<file path="src/rtl/seq_shifter.sv">
// seq_shifter: multi-cycle shift unit beside the ALU.
// Shifts an operand by a variable amount, at most STEP bits per clock, in SLL/SRL/SRA modes.
// Requests and results use valid/ready handshakes.
// Optional feature macro: SEQ_SHIFTER_ROTATE_EN.
//   Defined:   op = 2'b11 rotates right (ROR).
//   Undefined: op = 2'b11 behaves as SLL and no rotate logic is built.
module seq_shifter #(
  parameter int unsigned WIDTH = 32,
  parameter int unsigned STEP  = 1,
  localparam int unsigned SHW  = $clog2(WIDTH)
) (
  input  logic             clk,
  input  logic             rst_n,
  input  logic             in_valid,
  output logic             in_ready,
  input  logic [1:0]       op,
  input  logic [WIDTH-1:0] a,
  input  logic [SHW-1:0]   shamt,
  output logic             out_valid,
  input  logic             out_ready,
  output logic [WIDTH-1:0] result,
  output logic             busy
);

  typedef enum logic [1:0] {StIdle, StShift, StDone} state_e;

  // One extra bit so that STEP == WIDTH and WIDTH itself are representable.
  localparam logic [SHW:0] StepW  = STEP[SHW:0];
`ifdef SEQ_SHIFTER_ROTATE_EN
  localparam logic [SHW:0] WidthW = WIDTH[SHW:0];
`endif

  state_e           state_q, state_d;
  logic [WIDTH-1:0] data_q, data_d;
  logic [SHW-1:0]   rem_q, rem_d;
  logic [1:0]       op_q, op_d;
  logic [WIDTH-1:0] result_q, result_d;

  logic [SHW:0]     rem_ext;
  logic [SHW:0]     step_k;
  logic [SHW-1:0]   rem_next;
  logic [WIDTH-1:0] shifted;

  // One shift step: k = min(STEP, remaining); the last step may be partial, so no over-shift.
  always_comb begin
    rem_ext  = {1'b0, rem_q};
    step_k   = (rem_ext < StepW) ? rem_ext : StepW;
    rem_next = rem_q - step_k[SHW-1:0];
    shifted  = data_q << step_k;
    unique case (op_q)
      2'b00: shifted = data_q << step_k;
      2'b01: shifted = data_q >> step_k;
      // Sign fill comes from the MSB of the current data value.
      2'b10: shifted = $signed(data_q) >>> step_k;
`ifdef SEQ_SHIFTER_ROTATE_EN
      // step_k is never zero while shifting, so the left shift stays below WIDTH.
      2'b11: shifted = (data_q >> step_k) | (data_q << (WidthW - step_k));
`else
      2'b11: shifted = data_q << step_k;
`endif
      default: shifted = data_q;
    endcase
  end

  // Next-state logic: accept in IDLE, step in SHIFT, hold the result in DONE until taken.
  always_comb begin
    state_d  = state_q;
    data_d   = data_q;
    rem_d    = rem_q;
    op_d     = op_q;
    result_d = result_q;
    case (state_q)
      StIdle: begin
        if (in_valid) begin
          data_d = a;
          op_d   = op;
          rem_d  = shamt;
          if (shamt == '0) begin
            state_d  = StDone;
            result_d = a;
          end else begin
            state_d = StShift;
          end
        end
      end
      StShift: begin
        data_d = shifted;
        rem_d  = rem_next;
        if (rem_next == '0) begin
          state_d  = StDone;
          result_d = shifted;
        end
      end
      StDone: begin
        // No accept here even if in_valid is high: this is the one-cycle bubble.
        if (out_ready) begin
          state_d = StIdle;
        end
      end
      default: state_d = StIdle;
    endcase
  end

  // State registers with synchronous active-low reset; reset aborts any operation in flight.
  always_ff @(posedge clk) begin
    if (!rst_n) begin
      state_q  <= StIdle;
      data_q   <= '0;
      rem_q    <= '0;
      op_q     <= '0;
      result_q <= '0;
    end else begin
      state_q  <= state_d;
      data_q   <= data_d;
      rem_q    <= rem_d;
      op_q     <= op_d;
      result_q <= result_d;
    end
  end

  // Handshake and status outputs decode directly from the state register.
  always_comb begin
    in_ready  = (state_q == StIdle);
    out_valid = (state_q == StDone);
    busy      = (state_q != StIdle);
    result    = result_q;
  end

endmodule
</file>
<file path="config.mk">
export PLATFORM = sky130hd
export DESIGN_NAME = seq_shifter
export DESIGN_NICKNAME = d
export VERILOG_FILES = /design/src/rtl/seq_shifter.sv
export SDC_FILE = /design/constraint.sdc
export NUM_CORES = 1
export LEC_CHECK = 0
export CAP_MARGIN = 20
export CORE_ASPECT_RATIO = 0.6
export CORE_MARGIN = 5
export CORE_UTILIZATION = 52
export DETAILED_ROUTE_END_ITERATION = 10
export PLACE_DENSITY = 0.8
export SETUP_SLACK_MARGIN = 0.2
export SKIP_CTS_REPAIR_TIMING = 1
export SLEW_MARGIN = 20
export SYNTH_ARGS = -nofsm -noshare
export SYNTH_HDL_FRONTEND = slang
export SYNTH_SLANG_ARGS = --single-unit
</file>
<file path="constraint.sdc">
create_clock -name clk -period 2.9 [get_ports clk]
set_input_delay 0.58 -clock clk [delete_from_list [all_inputs] [get_ports clk]]
set_output_delay 0.58 -clock clk [all_outputs]
set_load 0.05 [all_outputs]
</file>
==> flow_summary.toml, run 1 <==
[detailed_routing]
wl_mm = 12.6
vias = 4427
drt_first_pass_iters = 6
vias_per_cell = 6.61
detail_route.wl_per_cell_um = 18.7
drc = 0
postRouteAntennaNets = 0
drt_iter0_drc = 673

[worst_hold_path]
hold_depth = 2
hold_end = "result[0]$_SDFFE_PN0P_"
min_from = "result[0]$_SDFFE_PN0P_"
hp-class = "flip-flop to flip-flop"

[flow_run]
maxCapViolCount = 0

[global_route]
grt_max_degree = 42
grt_pass1_wl_mm = 20.6
antenna_found_initial = 0
grt_pass1_vias = 4136
track_usage = 0.262
grt_overflow = 0

[setup_path]
crit_path_start_kind = "flip-flop"
cp_max_fo = 6
cp.arrival_ns = 1.90
required_ns = 2.32
r2r_slack_ns = 0.61
path_class = "flip-flop to output pin"
r2r_cells = 7
rr_startpoint = "op_q[0]$_SDFFE_PN0P_"
r2r-end = "result[30]$_SDFFE_PN0P_"
cp-end-kind = "output pin"

[timing]
tightest_slew_ns = 1.11
fin_crit_sh = 0.856
finalSetupViolCount = 0
timing.setup.tns_ns = 0
slew_headroom = 0.262
fin_crit_ns = 2.48
clock-skew-final_ns = 0.00395
drv_slew = 0
grt_setup_unrepaired = "no"
fmax_ghz = 0.403
hold_viol = 0

[yosys]
syn_area_sq_mm = 0.00403
synth_nets = 560
yosysWarningCount = 0
async_reset_ff_frac = 0
synth_top_area_frac = 0.363
yosys-top-cells-area = "dfxtp_1 36%, a32o_1 7.0%, nand2_1 6.5%, o211ai_1 5.4%, a21oi_1 5.2%"
synth_ff_type = "dfxtp_1"
synth_edf_count = 0
yosysUniqueCellTypes = 46
avgSynthCellArea_sq_um = 7.84
yosysTopAreaCell = "dfxtp_1"
synth-seq-cells = 73
synthCells = 514
synth.yosys.seq_area_share = 0.363

[floorplanning]
fp.dieArea_sq_mm = 0.00966
rows = 24
dieHeight_um = 78.2
initial_utilization = 0.545
io_pins = 78
coreArea_sq_mm = 0.00739
dieWidth_um = 124

[final_layout]
diodes = 0
stdcell_count = 670
design_area_sq_mm = 0.00515
area_growth_pct = 27.9
final_nets = 607
drive_above_1_share = 0.0813
utilization = 0.697

[pwr]
max-vdd-ir-drop_mv = 0.446
power_density_mw_per_mm2 = 735
leakagePower_nw = 1.88
power.total_w = 0.00379

[clocking]
cts_buffer_depth = 2
cts_root_buffer = "clkbuf_16"
cts_tree = "done"
path_clk_slew_ns = 0.06
numCtsBuffers = 9
clkSinkCount = 73
htree_levels = 3
clock_latency_ns = 0.34

[outcome]
outcome = "finished clean"

[place]
dpl-instance-area_sq_mm = 0.00483
place.gp.congestion = 0.783
dp_cells = 654
io_buffers = 77
hpwl_mm = 7.92
kinds of logic (layout without fill, tap and decap cells):
group / Yosys count / count (layout) / share of synthesized area
buffers and inverters: 65 / 117 / 0.0687
AO/OA/AOI/OAI: 182 / 182 / 0.316
AND/OR/NAND/NOR: 191 / 191 / 0.243
adder cells (fa/ha/maj): 3 / 3 / 0.00932
flip-flops: 73 / 73 / 0.363
power breakdown:
| part | internal, W | switching (W) | total [W] |
|---|---|---|---|
| registers | 0.00114 | 0.000143 | 0.00128 |
| clock network | 0.000752 | 0.000444 | 0.00120 |
| logic | 0.000471 | 0.000838 | 0.00131 |
synth_stat cells (all sizes together), types with 2 or more instances:
cell type,number
dfxtp,73
nand2,70
clkbuf,48
a21oi,42
o21ai,34
nand3,30
nand4,30
and3,29
o211ai,29
a22oi,28
a32o,28
buf,11
inv,5
nor2,5
and2,4
nor2b,4
or3,4
ha,3
nor3,3
a22o,2
a311oi,2
a31oi,2
nand2b,2
nand3b,2
nor4,2
o21a,2
o221a,2
o221ai,2
o311a,2
or2,2
area by class of cell:
class                      count  area [sq um]
multi-input combinational    376          2320
fill                         641          2230
sequential                    73          1460
timing repair buffer          95           901
clock buffer                   9           225
tap                          104           130
clock inverter                 7          95.1
inverter                       6          22.5
through the flow:
stage,hold WS [ns],setup slack [ns]
final,0.485,0.418
after global routing,0.505,0.347
after CTS,0.485,0.406
after detailed placement,0.476,0.188
after global placement,0.464,0.221
after floorplan,0.453,0.591
sequential cells by signal, summed over array words and instances, names as in the netlist:
register and cells:
rem_q 5, op_q 2, result 32, state_q 2, data_q 32
worst max-delay path, cell delays in order (launching register included):
cell and delay, ns:
dfxtp_1 0.37, or2_2 0.33, inv_1 0.05, clkdlybuf4s50_1 0.80
cells in the final DEF, fill, tap and decap left out, drive strengths merged, types with 3 or more instances in the layout:
cell type      Yosys  final
clkdlybuf4s50      0     76
dfxtp             73     73
nand2             70     70
a21oi             42     42
o21ai             34     34
nand4             30     30
nand3             30     30
o211ai            29     29
and3              29     29
a22oi             28     28
a32o              28     28
buf               11     19
clkbuf            48      9
inv                5      5
nor2               5      5
clkinv             1      5
or3                4      4
and2               4      4
nor2b              4      4
ha                 3      3
nor3               3      3
worst max path at each step:
stage | startpoint | end | slack [ns] | cells after the start
final | state_q[1]$_SDFFE_PN0P_ | in_ready | 0.42 | 3
after global routing | state_q[1]$_SDFFE_PN0P_ | in_ready | 0.35 | 3
after CTS | state_q[1]$_SDFFE_PN0P_ | in_ready | 0.41 | 3
after detailed placement | shamt[2] | result[29]$_SDFFE_PN0P_ | 0.19 | 5
after global placement | shamt[2] | result[29]$_SDFFE_PN0P_ | 0.22 | 5
after floorplan | shamt[2] | result[21]$_SDFFE_PN0P_ | 0.59 | 7
metal layers:
metal,track usage,routed length (um),vias up,share of wire
met1,0.362,5740,2103,0.46
met4,0.0652,133,0,0.011
met5,0,0,-,0
li1,-,-,2055,-
met3,0.0819,1250,15,0.099
met2,0.398,5440,254,0.43
Note: power is estimated with default switching activity, not from simulation.
==> run 2, diff against run 1 <==
Settings changed: GPL_TIMING_DRIVEN from default to 0, SLEW_MARGIN 20 to default.
==> flow_summary.toml, run 2 (synthesis gave the netlist of run 1 again) <==
[place]
place.gp.congestion = 0.945
io_buffers = 76
pre_cts_slack_ns = 0.0333
dp_cells = 695
hpwl_mm = 10.2

[timing]
postLayoutSetupSlackWorst_ns = 0.341
fmax_ghz = 0.391
drv_slew = 0
clock-skew-final_ns = 0.00276
fin_crit_ns = 2.56
hold_viol = 0
tightest_slew_ns = 0.604
timing.setup.tns_ns = 0
slew_headroom = 0.598
finalSetupViolCount = 0
grt_setup_unrepaired = "no"
whs_ns = 0.485
fin_crit_sh = 0.882

[detailed_routing]
vias = 4686
drt_first_pass_iters = 6
drc = 0
met2_length_mm = 5.99
highest-signal-layer = "met4"
drt_iter0_drc = 700
vias_per_cell = 6.59
wl_met1_mm = 6.43
postRouteAntennaNets = 0
route.met3.wl_mm = 1.74
detail_route.wl_per_cell_um = 20.2
wl_mm = 14.3

[floorplanning]
fp.dieArea_sq_mm = 0.00966
io_pins = 78
coreArea_sq_mm = 0.00739
initial_utilization = 0.545
rows = 24
dieHeight_um = 78.2
dieWidth_um = 124

[final_layout]
diodes = 0
drive_above_1_share = 0.0461
layout_common_cells = "76 x clkdlybuf4s50_1, 73 x dfxtp_1, 70 x nand2_1"
utilization = 0.720
stdcell_count = 711
area_growth_pct = 32.0
final_common_cell = "clkdlybuf4s50_1"
final_nets = 648

[global_route]
grt_pass1_wl_mm = 23.1
grt_pass1_vias = 4438
grt_overflow = 0
track_usage = 0.300
antenna_found_initial = 0
grt_max_degree = 13

[pwr]
power_density_mw_per_mm2 = 778
max-vdd-ir-drop_mv = 0.416
leakagePower_nw = 1.91

[setup_path]
cp_max_fo = 10
crit_path_start_kind = "flip-flop"
path_class = "flip-flop to flip-flop"
r2r-end = "result[3]$_SDFFE_PN0P_"
required_ns = 3.13
rr_startpoint = "rem_q[1]$_SDFFE_PN0P_"
cp-end-kind = "flip-flop"
cp.arrival_ns = 2.79
r2r_slack_ns = 0.34
r2r_cells = 8

[clocking]
cts_root_buffer = "clkbuf_16"
numCtsBuffers = 9
htree_levels = 3
path_clk_slew_ns = 0.06
cts_tree = "done"
clkSinkCount = 73
clock_latency_ns = 0.34
cts_buffer_depth = 2

[worst_hold_path]
min_from = "op_q[1]$_SDFFE_PN0P_"
hold_depth = 2
hp-class = "flip-flop to flip-flop"
hold_end = "op_q[1]$_SDFFE_PN0P_"

[flow_run]
maxCapViolCount = 0

[outcome]
outcome = "finished clean"
## run 2: per-layer routing
metal	vias to the layer above	GRT usage
li1	2133	-
met2	330	0.438
met1	2191	0.426
met5	-	0
met3	32	0.0977
met4	0	0.0773
## run 2: worst max path at each step
stage	endpoint	slack (ns)	start
after floorplan	result[21]$_SDFFE_PN0P_	0.59	shamt[2]
after global routing	data_q[5]$_SDFFE_PN0P_	0.22	op_q[0]$_SDFFE_PN0P_
after detailed placement	result[3]$_SDFFE_PN0P_	0.03	in_valid
after global placement	data_q[29]$_SDFFE_PN0P_	-0.26	in_valid
final	result[3]$_SDFFE_PN0P_	0.34	rem_q[1]$_SDFFE_PN0P_
after CTS	result[3]$_SDFFE_PN0P_	0.39	in_valid
## run 2: layout make-up
cell class	instances	area, sq um
buffer	59	255
clock buffer	11	243
clock inverter	5	150
fill	621	2070
inverter	6	22.5
multi-input combinational	376	2290
sequential	73	1460
tap	104	130
timing repair buffer	77	766
## run 2: per-stage QoR
stage,power [W],cell area [sq um]
2_1_floorplan,0.00217,4030
3_3_place_gp,0.00258,4920
3_5_place_dp,0.00262,4920
4_1_cts,0.00409,5320
5_1_grt,0.00431,5320
6_report,0.00414,5320
## run 2: worst max-delay path: stages (launching register included)
cell and delay [ns]:
dfxtp_1 0.37, or3_1 0.47, o21bai_1 0.17, ha_1 0.29, nand4_1 0.32, and2_4 0.29, buf_6 0.13, buf_6 0.14
a32o_1 0.26
## run 2: report_power, final
| part | switching, W | total (W) | internal (W) |
|---|---|---|---|
| combinational | 0.000903 | 0.00138 | 0.000475 |
| sequential | 0.000144 | 0.00128 | 0.00114 |
| clock | 0.000435 | 0.00147 | 0.00104 |
| total | 0.00148 | 0.00414 | 0.00265 |
